`src/rtl/vblank_scheduler_pkg.sv`:
```
// Shared definitions for the vertical-blank scheduler: FSM encodings and the
// VESA 1024x768 blank length that bounds a single grant.
package vblank_scheduler_pkg;

    typedef enum logic [1:0] {
        IDLE     = 2'd0,
        SCAN     = 2'd1,
        GRANT    = 2'd2,
        WAIT_END = 2'd3
    } sched_state_e;

    localparam int BLANK_LINES  = 38;
    localparam int LINE_CYCLES  = 1344;
    localparam int BLANK_CYCLES = BLANK_LINES * LINE_CYCLES;

    // A grant longer than a whole blank could never complete inside one round.
    function automatic bit timeout_params_ok(input int timeout, input int tw);
        return (timeout >= 1) && (timeout <= 65535) && (timeout <= BLANK_CYCLES) &&
               (tw >= 1) && (tw < 31) && ((1 << tw) > timeout);
    endfunction

endpackage

```
`src/rtl/vblank_scheduler_rr_pick.sv`:
```
// Combinational rotating-priority encoder: returns the first set candidate
// found when searching upward from base, wrapping at N.
module vblank_scheduler_rr_pick #(
    parameter int N  = 4,
    parameter int IW = $clog2(N)
) (
    input  logic [N-1:0]  cand,
    input  logic [IW-1:0] base,
    output logic          valid,
    output logic [N-1:0]  onehot
);

    function automatic logic [IW-1:0] wrap_idx(input logic [IW-1:0] b, input int k);
        int s;
        s = int'(b) + k;
        if (s >= N) begin
            s = s - N;
        end
        return s[IW-1:0];
    endfunction

    always_comb begin
        valid  = 1'b0;
        onehot = '0;
        for (int k = 0; k < N; k++) begin
            if (!valid && cand[wrap_idx(base, k)]) begin
                valid                    = 1'b1;
                onehot[wrap_idx(base, k)] = 1'b1;
            end
        end
    end

endmodule

```
`src/rtl/vblank_scheduler.sv`:
```
// Frame-synchronous arbiter: opens one round per vertical-blank start and
// grants requesters one at a time with done handshake, timeout and rotation.
module vblank_scheduler
    import vblank_scheduler_pkg::*;
#(
    parameter int N       = 4,
    parameter int TIMEOUT = 20000,
    parameter int TW      = 16
) (
    input  logic         clk,
    input  logic         rst,
    input  logic         vblnk,
    input  logic [N-1:0] req,
    input  logic [N-1:0] done,
    output logic [N-1:0] grant,
    output logic         frame_tick,
    output logic         busy,
    output logic         timeout_err,
    output logic         overrun,
    output logic [1:0]   dbg_state
);

    localparam int IW = $clog2(N);

    if (!timeout_params_ok(TIMEOUT, TW) || (N < 2) || (N > 8)) begin : g_bad_params
        $error("vblank_scheduler: N must be 2..8, TIMEOUT 1..65535 within one blank, 2^TW > TIMEOUT");
    end

    sched_state_e  state_q, state_d;
    logic          vblnk_d_q, vblnk_d_d;
    logic [N-1:0]  served_q, served_d;
    logic [IW-1:0] start_idx_q, start_idx_d;
    logic [IW-1:0] scan_base_q, scan_base_d;
    logic [TW-1:0] timer_q, timer_d;
    logic [N-1:0]  grant_q, grant_d;
    logic          frame_tick_q, frame_tick_d;
    logic          busy_q, busy_d;
    logic          timeout_err_q, timeout_err_d;
    logic          overrun_q, overrun_d;

    logic          rise;
    logic [N-1:0]  cand;
    logic          pick_valid;
    logic [N-1:0]  pick_onehot;

    assign rise = vblnk & ~vblnk_d_q;
    assign cand = req & ~served_q;

    vblank_scheduler_rr_pick #(
        .N  (N),
        .IW (IW)
    ) u_rr_pick (
        .cand   (cand),
        .base   (scan_base_q),
        .valid  (pick_valid),
        .onehot (pick_onehot)
    );

    // Handshake: grant is held one-hot until the granted requester pulses its
    // done bit for one cycle; done bits of other requesters are ignored, and
    // the scheduler may revoke grant early on timeout or end of blank.
    always_comb begin
        state_d       = state_q;
        vblnk_d_d     = vblnk;
        served_d      = served_q;
        start_idx_d   = start_idx_q;
        scan_base_d   = scan_base_q;
        timer_d       = timer_q;
        grant_d       = grant_q;
        frame_tick_d  = 1'b0;
        timeout_err_d = 1'b0;
        overrun_d     = 1'b0;

        unique case (state_q)
            IDLE: begin
                if (rise) begin
                    state_d      = SCAN;
                    frame_tick_d = 1'b1;
                    served_d     = '0;
                    scan_base_d  = start_idx_q;
                    start_idx_d  = (start_idx_q == IW'(N - 1)) ? '0 : start_idx_q + IW'(1);
                end
            end
            SCAN: begin
                if (!vblnk) begin
                    state_d = IDLE;
                end else if (pick_valid) begin
                    grant_d  = pick_onehot;
                    served_d = served_q | pick_onehot;
                    timer_d  = '0;
                    state_d  = GRANT;
                end else begin
                    state_d = WAIT_END;
                end
            end
            GRANT: begin
                // A completion in the same cycle as the blank end still counts as done.
                if (|(done & grant_q)) begin
                    grant_d = '0;
                    state_d = SCAN;
                end else if (!vblnk) begin
                    grant_d   = '0;
                    overrun_d = 1'b1;
                    state_d   = IDLE;
                end else if (timer_q == TW'(TIMEOUT - 1)) begin
                    grant_d       = '0;
                    timeout_err_d = 1'b1;
                    state_d       = SCAN;
                end else begin
                    timer_d = timer_q + TW'(1);
                end
            end
            WAIT_END: begin
                if (!vblnk) begin
                    state_d = IDLE;
                end
            end
            default: state_d = IDLE;
        endcase

        busy_d = (state_d == SCAN) || (state_d == GRANT);
    end

    always_ff @(posedge clk) begin
        if (rst) begin
            state_q       <= IDLE;
            vblnk_d_q     <= 1'b1;
            served_q      <= '0;
            start_idx_q   <= '0;
            scan_base_q   <= '0;
            timer_q       <= '0;
            grant_q       <= '0;
            frame_tick_q  <= 1'b0;
            busy_q        <= 1'b0;
            timeout_err_q <= 1'b0;
            overrun_q     <= 1'b0;
        end else begin
            state_q       <= state_d;
            vblnk_d_q     <= vblnk_d_d;
            served_q      <= served_d;
            start_idx_q   <= start_idx_d;
            scan_base_q   <= scan_base_d;
            timer_q       <= timer_d;
            grant_q       <= grant_d;
            frame_tick_q  <= frame_tick_d;
            busy_q        <= busy_d;
            timeout_err_q <= timeout_err_d;
            overrun_q     <= overrun_d;
        end
    end

    assign grant       = grant_q;
    assign frame_tick  = frame_tick_q;
    assign busy        = busy_q;
    assign timeout_err = timeout_err_q;
    assign overrun     = overrun_q;
    assign dbg_state   = state_q;

endmodule

```
`config.mk`:
```
export PLATFORM = sky130hd
export DESIGN_NAME = vblank_scheduler
export DESIGN_NICKNAME = d
export VERILOG_FILES = /design/src/rtl/vblank_scheduler_pkg.sv /design/src/rtl/vblank_scheduler_rr_pick.sv /design/src/rtl/vblank_scheduler.sv
export SDC_FILE = /design/constraint.sdc
export NUM_CORES = 1
export LEC_CHECK = 0
export ABC_AREA = 0
export CORE_MARGIN = 5
export CORE_UTILIZATION = 30
export CTS_BUF_LIST = sky130_fd_sc_hd__clkbuf_4
export DETAILED_ROUTE_END_ITERATION = 10
export PLACE_DENSITY_LB_ADDON = 0.08
export SYNTH_ARGS = -nofsm -noshare
export SYNTH_HDL_FRONTEND = slang
export SYNTH_HIERARCHICAL = 1
export SYNTH_SLANG_ARGS = --single-unit
```
`constraint.sdc`:
```
create_clock -name clk -period 4.2 [get_ports clk]
set_input_delay 1.26 -clock clk [delete_from_list [all_inputs] [get_ports clk]]
set_output_delay 1.26 -clock clk [all_outputs]
set_load 0.005 [all_outputs]
```
==> run summary <==
The run finished with clean final reports. The via density per instance is 5.260. The total placed instance area came out at 0.002582 mm^2. The worst hold path begins at grant[0]. The final max-slew violation count came to 0. The setup slack after layout is 807.8 ps. The floorplan die height came out at 97.34 um. The data arrival time of the critical path is 3660 ps. The most used flip-flop cell after synthesis is dfxtp_1.

The mean instance size in the synthesized netlist came out at 8.539 um^2. The average detailed-routed wire length per instance came out at 14.39 um. Counting flops and latches in the post-synthesis netlist gives 35. The number of global-route vias before repair was 1,943.

The total length of routed wires came out at 5.583 mm. The length of the first detailed-routing pass in iterations is 4. The number of antenna violations at the first check in global routing came to 0. The number of cell rows came out at 31. The analysis attributes to cell leakage a power of 0.9417 nW. The count of hold-fix buffers inserted at cts is 0. The number of nets in the synthesized netlist came out at 291. Setup repair after global routing left no endpoint under its margin. In this run, CTS created clock tree buffers numbering 5. The fraction of final layout cells with drive strength greater than 1 came out at 10.73%. The post-route clock skew is 8.448 ps. The count of port buffers added during placement came out at 20.

The count of instances resized after the clock tree is built is 0. For the pin with the worst max-slew slack, the measured transition is 496.7 ps. The total inserted antenna cells is 0. The number of ports placed on the die boundary came out at 21.

The clock passes through at most 2 buffers. The number of instances on the worst hold path came out at 2. The all-layer global routing usage came out at 12.50%. Yosys mapped the design onto 55 distinct sky130hd cell types.

The count of final setup violators is 0. STA classifies the critical path endpoint as a flop. Post-CTS timing repair inserted 0 buffers for setup. CTS placed an instance of clkbuf_4 at the clock tree root.

The number of maximum-capacitance constraint violations is 0. The tightest hold path in the finished design has a slack of 474.0 ps. The worst register-to-register path begins at scan_base_q[1]. TritonCTS built the clock tree. The overall die width came out at 97.34 um.

The DRC violation count after routing is 0. The clock-pin slew of the registers on the worst-case setup and hold paths is 110 ps. The final critical delay including setup and external delays is 3392 ps. Entering global routing, the biggest net connects 30 pins. The share of synthesized flip-flops with an asynchronous set or reset came out at 0%.

The maximum level of the CTS H-tree is 2. The remaining global-route overflow came out at 0. The placeable core region is 0.007331 mm^2. STA puts the critical path data required time at 4470 ps. The net count of the finished layout is 312. The path class of the tightest hold or removal check is reg -> reg. The area growth from synthesis to layout is 16.13%. The largest fanout on the critical path is 29.

The total number of clock tree sinks is 35. The headroom to the max-slew limit came out at 66.54%. The minimum setup slack among reg-to-reg paths is 1260 ps. The setup path with the least slack is of type in -> reg. The endpoint identified for the worst register-to-register timing path is grant[1].

The post-detailed-route count of antenna-violating nets is 0. The pre-CTS setup slack came out at 496.5 ps. The maximum achievable frequency is 294.8 MHz. The number of warnings reported in the yosys synthesis log is 6. In the finished design, the share of the clock period the worst path needs comes to 80.77%. The synthesized netlist occupies a cell area of 0.002288 mm^2. The overall via count from detail_route is 2,041. The post-DP HPWL came out at 4.189 mm.

The worst hold endpoint is grant[0]. The effective utilization at floorplan came out at 31.22%. The worst setup path is launched from a primary input. Synthesis handed over a netlist of 268 instances. The later pin in the worst-skew pair is clocked with a latency of 340 ps. After routing the design area is 0.002658 mm^2. The number of enable-type register cells in the synthesized netlist is 0.

The hold violation count in the final report is 0. The power density over cell area is 292.4 mW/mm^2. The filler cell count came out at 769. The placer congestion estimate is 0.8688.

The first global-routing pass estimated 9.742 mm of wire. The accumulated negative setup slack is 0 ps. Measured in cells, the most critical reg-to-reg path has a length of 8. The iteration-0 DRC count of the detailed router is 54. The largest voltage drop on the vdd net came out at 137.7 uV. The overall die area came out at 0.009475 mm^2. The sequential area share after synthesis came out at 30.62%.
[where the power goes]
part	switching (mW)	internal [mW]	total (mW)
clock network	0.110	0.129	0.239
logic	0.0986	0.0804	0.179
registers	0.0125	0.346	0.359
total	0.221	0.556	0.777
[cell usage in the layout (no fill, tap or decap), types with 2 or more instances in the layout]
cell             Yosys  routed
or4_1                9       9
nor2_1              22      22
clkdlybuf4s50_1      0      20
o21ai_0              4       4
ha_1                12      12
a22oi_1              2       2
nand2b_1             7       7
o21ai_1              2       2
o31ai_1              6       6
nor3_1               3       3
a21o_1               2       2
o22ai_1              6       6
or3_1                6       6
and3_1               6       6
clkbuf_4             0       6
dfxtp_1             35      35
mux2_2               3       3
nand3_1              9       9
a211oi_1             2       2
and4_1               2       2
o2bb2ai_1            4       4
and2_1               3       3
a2111oi_2            2       2
mux2i_1             10      10
nor4_1               2       2
inv_1                8       8
o211ai_1             4       4
a21oi_1             21      21
nor2b_1              5       5
nand2_1             26      26
buf_4                0       7
or3b_1               5       5
nand3b_1             2       2
nand4_1              4       4
[critical path, cell delays in order]
cell	delay, ps
clkdlybuf4s50_1	470
nor2b_1	230
nor3_1	110
nand2b_1	130
nand2_1	80
or3_1	380
o31a_2	290
or4_1	570
a21oi_1	150
[cell usage after synthesis, drive strengths merged (2+ instances only)]
cell type | count | area (um^2)
nand2b | 7 | 43.79
and3 | 6 | 37.54
o31ai | 6 | 45.04
a21oi | 21 | 105.1
and4 | 3 | 27.53
or4 | 10 | 78.82
clkbuf | 6 | 22.52
mux2 | 3 | 33.78
o21ai | 6 | 30.03
a21o | 2 | 15.01
nand3b | 2 | 15.01
nor2 | 22 | 82.58
nor2b | 5 | 31.28
dfxtp | 35 | 700.7
mux2i | 10 | 100.1
buf | 7 | 60.05
o2bb2ai | 4 | 35.03
or3 | 7 | 48.80
or3b | 5 | 43.79
nor4 | 3 | 33.78
a221oi | 2 | 23.77
o211ai | 5 | 51.30
inv | 8 | 30.03
nand3 | 9 | 45.04
nor3 | 3 | 15.01
nand4 | 4 | 25.02
a22oi | 2 | 15.01
nand2 | 26 | 97.59
ha | 12 | 150.1
and2 | 3 | 18.77
a211oi | 2 | 15.01
a2111oi | 2 | 30.03
o22ai | 6 | 37.54
[flip-flops by register name, indices dropped and copies added (netlist names), 2 cells and up]
register     flops
grant            4
scan_base_q      2
timer_q         16
dbg_state        2
served_q         4
start_idx_q      2
[final cells by class]
type | instances | area (um^2) | area share (%)
multi-input combinational | 212 | 1475 | 55.51
sequential | 35 | 700.7 | 26.37
timing repair buffer | 27 | 252.7 | 9.510
tap | 99 | 123.9 | 4.661
clock buffer | 6 | 45.04 | 1.695
clock inverter | 1 | 30.03 | 1.130
inverter | 8 | 30.03 | 1.130
[worst max-delay path by stage]
stage,start,end,slack (ps),depth (start not counted)
final,req[3],timer_q[7],810,9
after global routing,req[3],timer_q[15],670,9
after CTS,req[3],timer_q[7],850,9
after detailed placement,req[3],timer_q[7],500,9
after global placement,req[1],timer_q[7],530,9
after floorplan,req[0],timer_q[15],980,9
[cells by family after synthesis]
logic type	count (synthesis)	share of synthesized area, %
simple gates	120	30.23
mux	14	6.834
xor+xnor	1	0.3828
compound gates	65	20.45
buf+inv	21	4.920
flops	35	30.62
fa+ha+maj	12	6.561
[metrics by stage]
step	total power, mW	instances	utilization (%)
2_1_floorplan	0.4846	268	-
3_3_place_gp	0.5496	381	35.23
3_5_place_dp	0.5471	381	35.23
4_1_cts	0.7952	388	36.25
5_1_grt	0.8298	388	36.25
6_report	0.7771	388	36.25
[layer usage]
metal,GRT usage [%],part of all wire (%)
met3,2.943,3.2
met4,4.579,2.2
met2,21.07,50
met5,0,0
met1,15.49,45
Note: power is estimated with default switching activity, not from simulation.
